$ cat src/rtl/pci_target_read_seq_pkg.sv
// Shared definitions for the PCI target read sequencer: the two accepted
// memory-read command codes, the FSM state encoding, and a command check.
package pci_target_read_seq_pkg;

  localparam logic [3:0] CMD_MEM_READ      = 4'b0110;
  localparam logic [3:0] CMD_MEM_READ_MULT = 4'b1100;

  typedef enum logic [2:0] {
    S_IDLE    = 3'd0,
    S_TURN    = 3'd1,
    S_DATA    = 3'd2,
    S_STOPPED = 3'd3,
    S_RELEASE = 3'd4
  } state_t;

  function automatic logic is_mem_read(input logic [3:0] cbe_n);
    return (cbe_n == CMD_MEM_READ) || (cbe_n == CMD_MEM_READ_MULT);
  endfunction

endpackage

$ cat src/rtl/pci_bar_decode.sv
// Combinational BAR hit detection for one memory window.
// Ports:
//   ad_in  - AD bus during the address phase (32 bits)
//   cbe_n  - C/BE# during the address phase (command)
//   hit    - 1 when the command is a memory read and the address lies in the window
module pci_bar_decode
  import pci_target_read_seq_pkg::*;
#(
  parameter logic [31:0] BAR_BASE      = 32'h0000_0000,
  parameter int          BAR_SIZE_LOG2 = 8
) (
  input  logic [31:0] ad_in,
  input  logic [3:0]  cbe_n,
  output logic        hit
);

  // Offset bits inside the window play no part in the decode.
  logic unused_ad_lo;
  assign unused_ad_lo = ^ad_in[BAR_SIZE_LOG2-1:0];

  assign hit = is_mem_read(cbe_n) &&
               (ad_in[31:BAR_SIZE_LOG2] == BAR_BASE[31:BAR_SIZE_LOG2]);

endmodule

$ cat src/rtl/pci_target_read_seq.sv
// PCI target read-data sequencer. Claims memory reads that hit one BAR window
// (fast DEVSEL#), inserts the AD turnaround cycle, then streams words fetched
// from a local read port onto AD with zero wait states. STOP# is raised with
// the last word of the window so the burst never wraps on the bus.
// Ports:
//   clk, rst                 - PCI clock, async active-high reset
//   frame_n, irdy_n          - master control, sampled
//   ad_in, cbe_n             - AD and C/BE# as received
//   ad_out, ad_oe_n          - read data and its AD driver enable (0 = drive)
//   devsel_n, trdy_n, stop_n - target control values
//   s_oe_n                   - shared driver enable for the target controls
//   rd_en, rd_addr, rd_data  - local read port, data valid in the rd_en cycle
module pci_target_read_seq
  import pci_target_read_seq_pkg::*;
#(
  parameter int          WIDTH         = 32,
  parameter logic [31:0] BAR_BASE      = 32'h0000_0000,
  parameter int          BAR_SIZE_LOG2 = 8
) (
  input  logic                     clk,
  input  logic                     rst,
  input  logic                     frame_n,
  input  logic                     irdy_n,
  input  logic [WIDTH-1:0]         ad_in,
  input  logic [3:0]               cbe_n,
  output logic [WIDTH-1:0]         ad_out,
  output logic                     ad_oe_n,
  output logic                     devsel_n,
  output logic                     trdy_n,
  output logic                     stop_n,
  output logic                     s_oe_n,
  output logic                     rd_en,
  output logic [BAR_SIZE_LOG2-3:0] rd_addr,
  input  logic [WIDTH-1:0]         rd_data
);

  localparam int AW = BAR_SIZE_LOG2 - 2;
  localparam logic [AW-1:0] LAST_WORD = '1;

  state_t        state;
  logic [AW-1:0] addr;
  logic [AW-1:0] addr_nxt;
  logic          frame_q;
  logic          hit;
  logic          addr_phase;

  pci_bar_decode #(
    .BAR_BASE      (BAR_BASE),
    .BAR_SIZE_LOG2 (BAR_SIZE_LOG2)
  ) u_bar_decode (
    .ad_in (ad_in[31:0]),
    .cbe_n (cbe_n),
    .hit   (hit)
  );

  assign addr_phase = frame_q && !frame_n;
  assign addr_nxt   = addr + AW'(1);

  // The read strobe is combinational so the next word is fetched in the same
  // cycle the master completes the current one, giving one word per clock.
  always_comb begin
    rd_en   = 1'b0;
    rd_addr = addr;
    case (state)
      S_TURN: rd_en = 1'b1;
      S_DATA: begin
        rd_addr = addr_nxt;
        rd_en   = !irdy_n && !frame_n && stop_n;
      end
      default: ;
    endcase
  end

  // Control outputs are registered with the value belonging to the state
  // being entered, so they change exactly when the state does.
  always_ff @(posedge clk or posedge rst) begin
    if (rst) begin
      state    <= S_IDLE;
      ad_out   <= '0;
      addr     <= '0;
      frame_q  <= 1'b1;
      ad_oe_n  <= 1'b1;
      s_oe_n   <= 1'b1;
      devsel_n <= 1'b1;
      trdy_n   <= 1'b1;
      stop_n   <= 1'b1;
    end else begin
      frame_q <= frame_n;
      case (state)
        S_IDLE: begin
          if (addr_phase && hit) begin
            state    <= S_TURN;
            addr     <= ad_in[BAR_SIZE_LOG2-1:2];
            s_oe_n   <= 1'b0;
            devsel_n <= 1'b0;
            trdy_n   <= 1'b1;
            stop_n   <= 1'b1;
            ad_oe_n  <= 1'b1;
          end
        end
        S_TURN: begin
          state   <= S_DATA;
          ad_out  <= rd_data;
          ad_oe_n <= 1'b0;
          trdy_n  <= 1'b0;
          stop_n  <= (addr != LAST_WORD);
        end
        S_DATA: begin
          // frame_n high ends the transaction whether or not IRDY# completes
          // the final phase (the latter being a master abandon).
          if (frame_n) begin
            state    <= S_RELEASE;
            ad_oe_n  <= 1'b1;
            devsel_n <= 1'b1;
            trdy_n   <= 1'b1;
            stop_n   <= 1'b1;
          end else if (!irdy_n) begin
            if (!stop_n) begin
              state   <= S_STOPPED;
              ad_oe_n <= 1'b1;
              trdy_n  <= 1'b1;
            end else begin
              ad_out <= rd_data;
              addr   <= addr_nxt;
              stop_n <= (addr_nxt != LAST_WORD);
            end
          end
        end
        S_STOPPED: begin
          if (frame_n) begin
            state    <= S_RELEASE;
            devsel_n <= 1'b1;
            stop_n   <= 1'b1;
          end
        end
        S_RELEASE: begin
          state  <= S_IDLE;
          s_oe_n <= 1'b1;
        end
        default: begin
          state    <= S_IDLE;
          ad_oe_n  <= 1'b1;
          s_oe_n   <= 1'b1;
          devsel_n <= 1'b1;
          trdy_n   <= 1'b1;
          stop_n   <= 1'b1;
        end
      endcase
    end
  end

endmodule

$ cat config.mk
export PLATFORM = sky130hd
export DESIGN_NAME = pci_target_read_seq
export DESIGN_NICKNAME = d
export VERILOG_FILES = /design/src/rtl/pci_target_read_seq_pkg.sv /design/src/rtl/pci_bar_decode.sv /design/src/rtl/pci_target_read_seq.sv
export SDC_FILE = /design/constraint.sdc
export NUM_CORES = 1
export LEC_CHECK = 0
export ABC_AREA = 1
export BUFFER_PORTS_ARGS = -buffer_cell sky130_fd_sc_hd__clkbuf_2
export CORE_ASPECT_RATIO = 1.2
export CORE_MARGIN = 2
export CORE_UTILIZATION = 50
export DETAILED_ROUTE_END_ITERATION = 16
export PLACE_DENSITY = 0.84
export SYNTH_ARGS = -nofsm -noshare
export SYNTH_HDL_FRONTEND = slang
export SYNTH_SLANG_ARGS = --single-unit
$ cat constraint.sdc
create_clock -name clk -period 3.55 [get_ports clk]
set_clock_uncertainty 0.05 [all_clocks]
set_input_delay 0.1775 -clock clk [delete_from_list [all_inputs] [get_ports clk]]
set_output_delay 0.1775 -clock clk [all_outputs]
set_load 0.02 [all_outputs]
# [After elaboration in Yosys (flattened, before gate mapping)]
# Index checks and enable logic that the tools add are counted.
[op_classes] n_addsub=1 eq_ne=16 mux=30 bitwise_logic=4 n_reduce_logical=23
[ops] cell="$mux W32" n=3
[ops] cell="$pmux W32 S2" n=1
[ops] cell="$mux W6" n=5
[ops] cell="$logic_not A24 Y1" n=1
[ops] cell="$reduce_and A4 Y1" n=4
[ops] cell="$mux W3" n=5
[ops] cell="$ne A6 B6 Y1 const B" n=2
[ops] cell="$pmux W3 S4" n=1
[ops] cell="$pmux W6 S2" n=1
[ops] cell="$ne A2 B2 Y1 const B" n=5
[ops] cell="$mux W1" n=9
[ops] cell="$add A6 B1 Y6 const B" n=1
[ops] cell="$eq A3 B2 Y1 const B" n=2
[ops] cell="$ne A3 B3 Y1 const B" n=2
[ops] cell="$reduce_or A2 Y1" n=3
[ops] cell="$logic_and A1 B1 Y1" n=5
[ops] cell="$pmux W1 S5" n=1
[ops] cell="$reduce_and A5 Y1" n=1
[ops] cell="$eq A4 B3 Y1 const B" n=1
[ops] cell="$eq A4 B4 Y1 const B" n=1
[ops] cell="$not A1 Y1" n=4
[ops] cell="$pmux W1 S2" n=2
[ops] cell="$pmux W1 S4" n=1
[ops] cell="$reduce_bool A2 Y1" n=2
[ops] cell="other kinds (10)" n=11
[totals] ff_bits=46 in_bits=72 output_inout_bits=44 wordCells=82

# [Longest topological paths before layout]
[logic_depth] depth_word=6 depth_mapped=11

# [Modules after synthesis]
# Synthesis repeated with hierarchy kept, for this count alone.
[unflattened] hier_cells=307 hier_area_um2=2332.2
[modules_own_cells] mod="pci_target_read_seq" instances=1 cells_each=273 area_per_inst_um2=2199.6
[modules_own_cells] mod="pci_bar_decode" instances=1 cells_each=34 area_per_inst_um2=132.6

# [Least setup slack after synthesis]
# No wires, ideal clock.
[synth_path] path_kind="flip-flop to output port" from="register state[0]" to="output port rd_addr[3]" t_arrival_ns=1.425 required_time_ns=3.322 path_slack_ns=1.898 path_stages_with_launch=5 path_buffers=0 cell_sequence="dfrtp_1 > nor3_4 > inv_4 > or2_2 > o21ai_0"
[synth_between] elab_chain_cells=2
[synth_lines] element="start, declared" line="pci_target_read_seq.sv:40" source="state_t state;"
[synth_lines] element="start signal, assigned" line="pci_target_read_seq.sv:78" source="state <= S_IDLE;"
[synth_lines] element="start signal, assigned" line="pci_target_read_seq.sv:92" source="state <= S_TURN;"
[synth_lines] element="start signal, assigned" line="pci_target_read_seq.sv:102" source="state <= S_DATA;"
[synth_lines] element="$eq A3 B2 Y1" line="pci_target_read_seq.sv:64" source="case (state)"
[synth_lines] element="$mux W6" line="pci_target_read_seq.sv:64"
[synth_lines] element="end, declared" line="pci_target_read_seq.sv:33" source="output logic [BAR_SIZE_LOG2-3:0] rd_addr,"
# Every way passes these cells.

# [Worst setup path after layout]
[layout_path] from="register state[0]" to="output port rd_en"
[layout_between] elab_chain_cells=2
[layout_lines] element="$eq A3 B2 Y1 / $eq A3 B1 Y1 (equally long branches)" line="pci_target_read_seq.sv:64"
[layout_lines] element="$pmux W1 S2 (*)" line="pci_target_read_seq.sv:64"
[layout_lines] element="end, declared" line="pci_target_read_seq.sv:32" source="output logic rd_en,"
# Every way passes the cells marked *; elsewhere a longest branch is shown, timed or not.

==> summary.txt <==
Most common library cells after synthesis - nand2_1 (119), dfrtp_1 (41), inv_1 (39)
Largest family of logic cells by synthesized area - simple AND/OR/NAND/NOR gates
Setup violations, final - 0
Sum of negative setup slack - 0 ns
Core Region - 4870 sq um
Worst r2r src - state[0]$_DFFE_PP0P_
Arr. time, crit path - 2.40 ns
CP startpoint - state[0]$_DFFE_PP0P_
Cells taking the most area after synthesis - dfrtp_1 (41%), nand2_1 (18%), o21ai_0 (7.5%)
Post-CTS Setup Repair Bufs - 0
Row count - 28
Antenna-violating nets left - 0
Synthesis Warnings - 0
Die height - 81.2 um
Via count - 2398
CP startpoint kind - flip-flop
Top cell type's share of synthesized area - 41.3%
Status - completed
All-Layer GR Usage - 21.1%
Sequential area share after synthesis - 46.6%
Port Buffer Count - 113
Post-synthesis xor/xnor area fraction - 1.06%
Total Nets Final - 515
Fin crit share - 74.0%
Synth Register Bits - 46
Largest net degree at the start of global routing - 47
DR WL/cell - 10.9 um
WHS - 0.00855 ns
Share of cells above drive strength 1 - 33.0%
Hpwl dp - 4.08 mm
Final Util - 65.1%
Power Density - 965 nW/um^2
Drt initial violations - 61
Synth Area in Compound Gates - 10.4%
Worst reg2reg setup slack - 1.21 ns
Max FO, Critical Path - 33
Post-synthesis mux area share - 0%
DRC violations left - 0
Die ar. - 5550 sq um
Initial Util - 51.0%
Maximum vdd drop - 0.537 mV
Layout overhead on the synthesized area - 27.5%
Syn Inst Count - 330
Clock root buffer - clkbuf_8
Simple-gate portion of the synthesized area - 31.2%
Crit Path Class - reg2out
Vias per cell - 4.78
Die extent in x - 68.4 um
Final WS setup - 0.922 ns
Top FF cell, synth - dfrtp_1
Post-Route WL - 5.46 mm
Distinct cells, synth - 28
RSZ-0062 raised after global routing - no
Worst EP required - 3.32 ns
Endpoints failing hold - 0
Diode count - 0
Vias in the first global route - 2137
Post-Syn Nets - 404
Mean Syn Cell Area - 7.53 sq um
CP endpoint - rd_en
Critical R2R Capture - ad_out[9]$_DFFE_PP0P_
R2R depth - 8
Max H-tree Level - 2
Max_cap viols - 0
HP Class - in2async
Lkg Pwr - 0.00187 uW
Most common cell in the synthesized netlist - nand2_1
Placer Congestion - 0.766
TritonCTS clock tree - built
Number of enable flip-flop cells after synthesis - 0
Post-Synth Adder-Cell Area - 1.01%
Clock Sinks - 46
Worst Max-Slew Pin Slew - 0.903 ns
Max Freq - 380 MHz
Total CTS buffers - 5
Worst rel slew slack - 39.7%
First-pass GRT wire length - 8.99 mm
Final Slew Violations - 0
Skew-Pair Late Insertion Delay - 0.29 ns
Clock transition at path regs - 0.08 ns
Total grt overflow - 0
Post-Syn Area - 2480 sq um
# IOs - 116
Final Critical Period - 2.63 ns
Clk buf depth - 2
Area leader, netlist - dfrtp_1
Synth async-reset ratio - 100%
Initial antenna violation count - 0
Worst setup EP type - output port
Setup WS pre-CTS - 1.20 ns
First drt pass iteration count - 4
==> where the power goes <==
part | total (uW) | internal, uW | switching, uW
Combinational | 1720 | 541 | 1180
Clock | 374 | 211 | 164
Sequential | 966 | 799 | 167
Total | 3060 | 1550 | 1510
==> worst max-delay path, stage by stage (launching register included) <==
cell and delay (ns):
dfrtp_1 0.47, nor3_4 0.39, inv_4 0.17, nor2_8 0.13, nor2_4 0.13, nor2_4 0.52, clkbuf_2 0.28
==> repair_timing <==
item	4_1_cts	5_1_grt
hold buffers	1	0
hold endpoints to repair	1	0
gates resized for setup	0	0
==> state kept, by name (all words and copies together), names as in the netlist <==
name	count
state	3
frame_q	1
trdy_n	1
ad_out	32
stop_n	1
s_oe_n	1
devsel_n	1
addr	6
==> cell usage in the layout (no fill, tap or decap), drive strengths merged, types with 3 or more instances in the layout <==
cell and n:
nand2 129, clkbuf 120, o21ai 45, dfrtp 41, inv 40, nor2 29
nand3 11, dfstp 5, nor3 4, xor2 3, a21oi 3
==> routing by layer <==
layer | up-vias | wire length [um] | global-route usage, % | part of all wire, %
met3 | 5 | 453 | 4.29 | 8.3
met5 | - | 0 | 0 | 0
met2 | 96 | 2740 | 39.0 | 50
met4 | 0 | 55 | 5.60 | 1.0
met1 | 1068 | 2220 | 24.2 | 41
li1 | 1229 | - | - | -
==> kinds of logic (layout without fill, tap and decap cells) <==
logic type / Yosys count / in the layout
DFF: 46 / 46
buffers and inverters: 52 / 164
and+or+nand+nor: 178 / 178
AOI/OAI and AO/OA: 49 / 49
adders and majority gates: 2 / 2
xor gates and xnor gates: 3 / 3
==> per-stage QoR <==
stage	area, sq um	std cells	total power [uW]
global placement	3050	493	2650
finish	3170	502	3060
floorplan	2480	330	2260
global route	3170	502	3360
CTS	3170	502	3090
detailed placement	3050	493	2710
==> area by class of cell <==
| cell class | instances | area, sq um |
|---|---|---|
| Tap cell | 60 | 75.1 |
| Fill cell | 467 | 1700 |
| Clock buffer | 7 | 76.3 |
| Inverter | 40 | 153 |
| Multi-Input combinational cell | 232 | 1090 |
| Sequential cell | 46 | 1160 |
| Clock inverter | 1 | 30.0 |
| Timing Repair Buffer | 116 | 591 |
==> worst min path at each step <==
stage	from	endpoint	slack, ns	cells past startpoint
2_1_floorplan	frame_n	frame_q$_DFF_PP1_	0.13	0
3_3_place_gp	frame_n	frame_q$_DFF_PP1_	0.28	1
3_5_place_dp	frame_n	frame_q$_DFF_PP1_	0.28	1
4_1_cts	rd_data[15]	ad_out[15]$_DFFE_PP0P_	0.03	3
5_1_grt	rd_data[21]	ad_out[21]$_DFFE_PP0P_	0.02	3
6_report	rst	ad_out[7]$_DFFE_PP0P_	0.009	2
No activity file was read; power rests on OpenSTA's default activity.
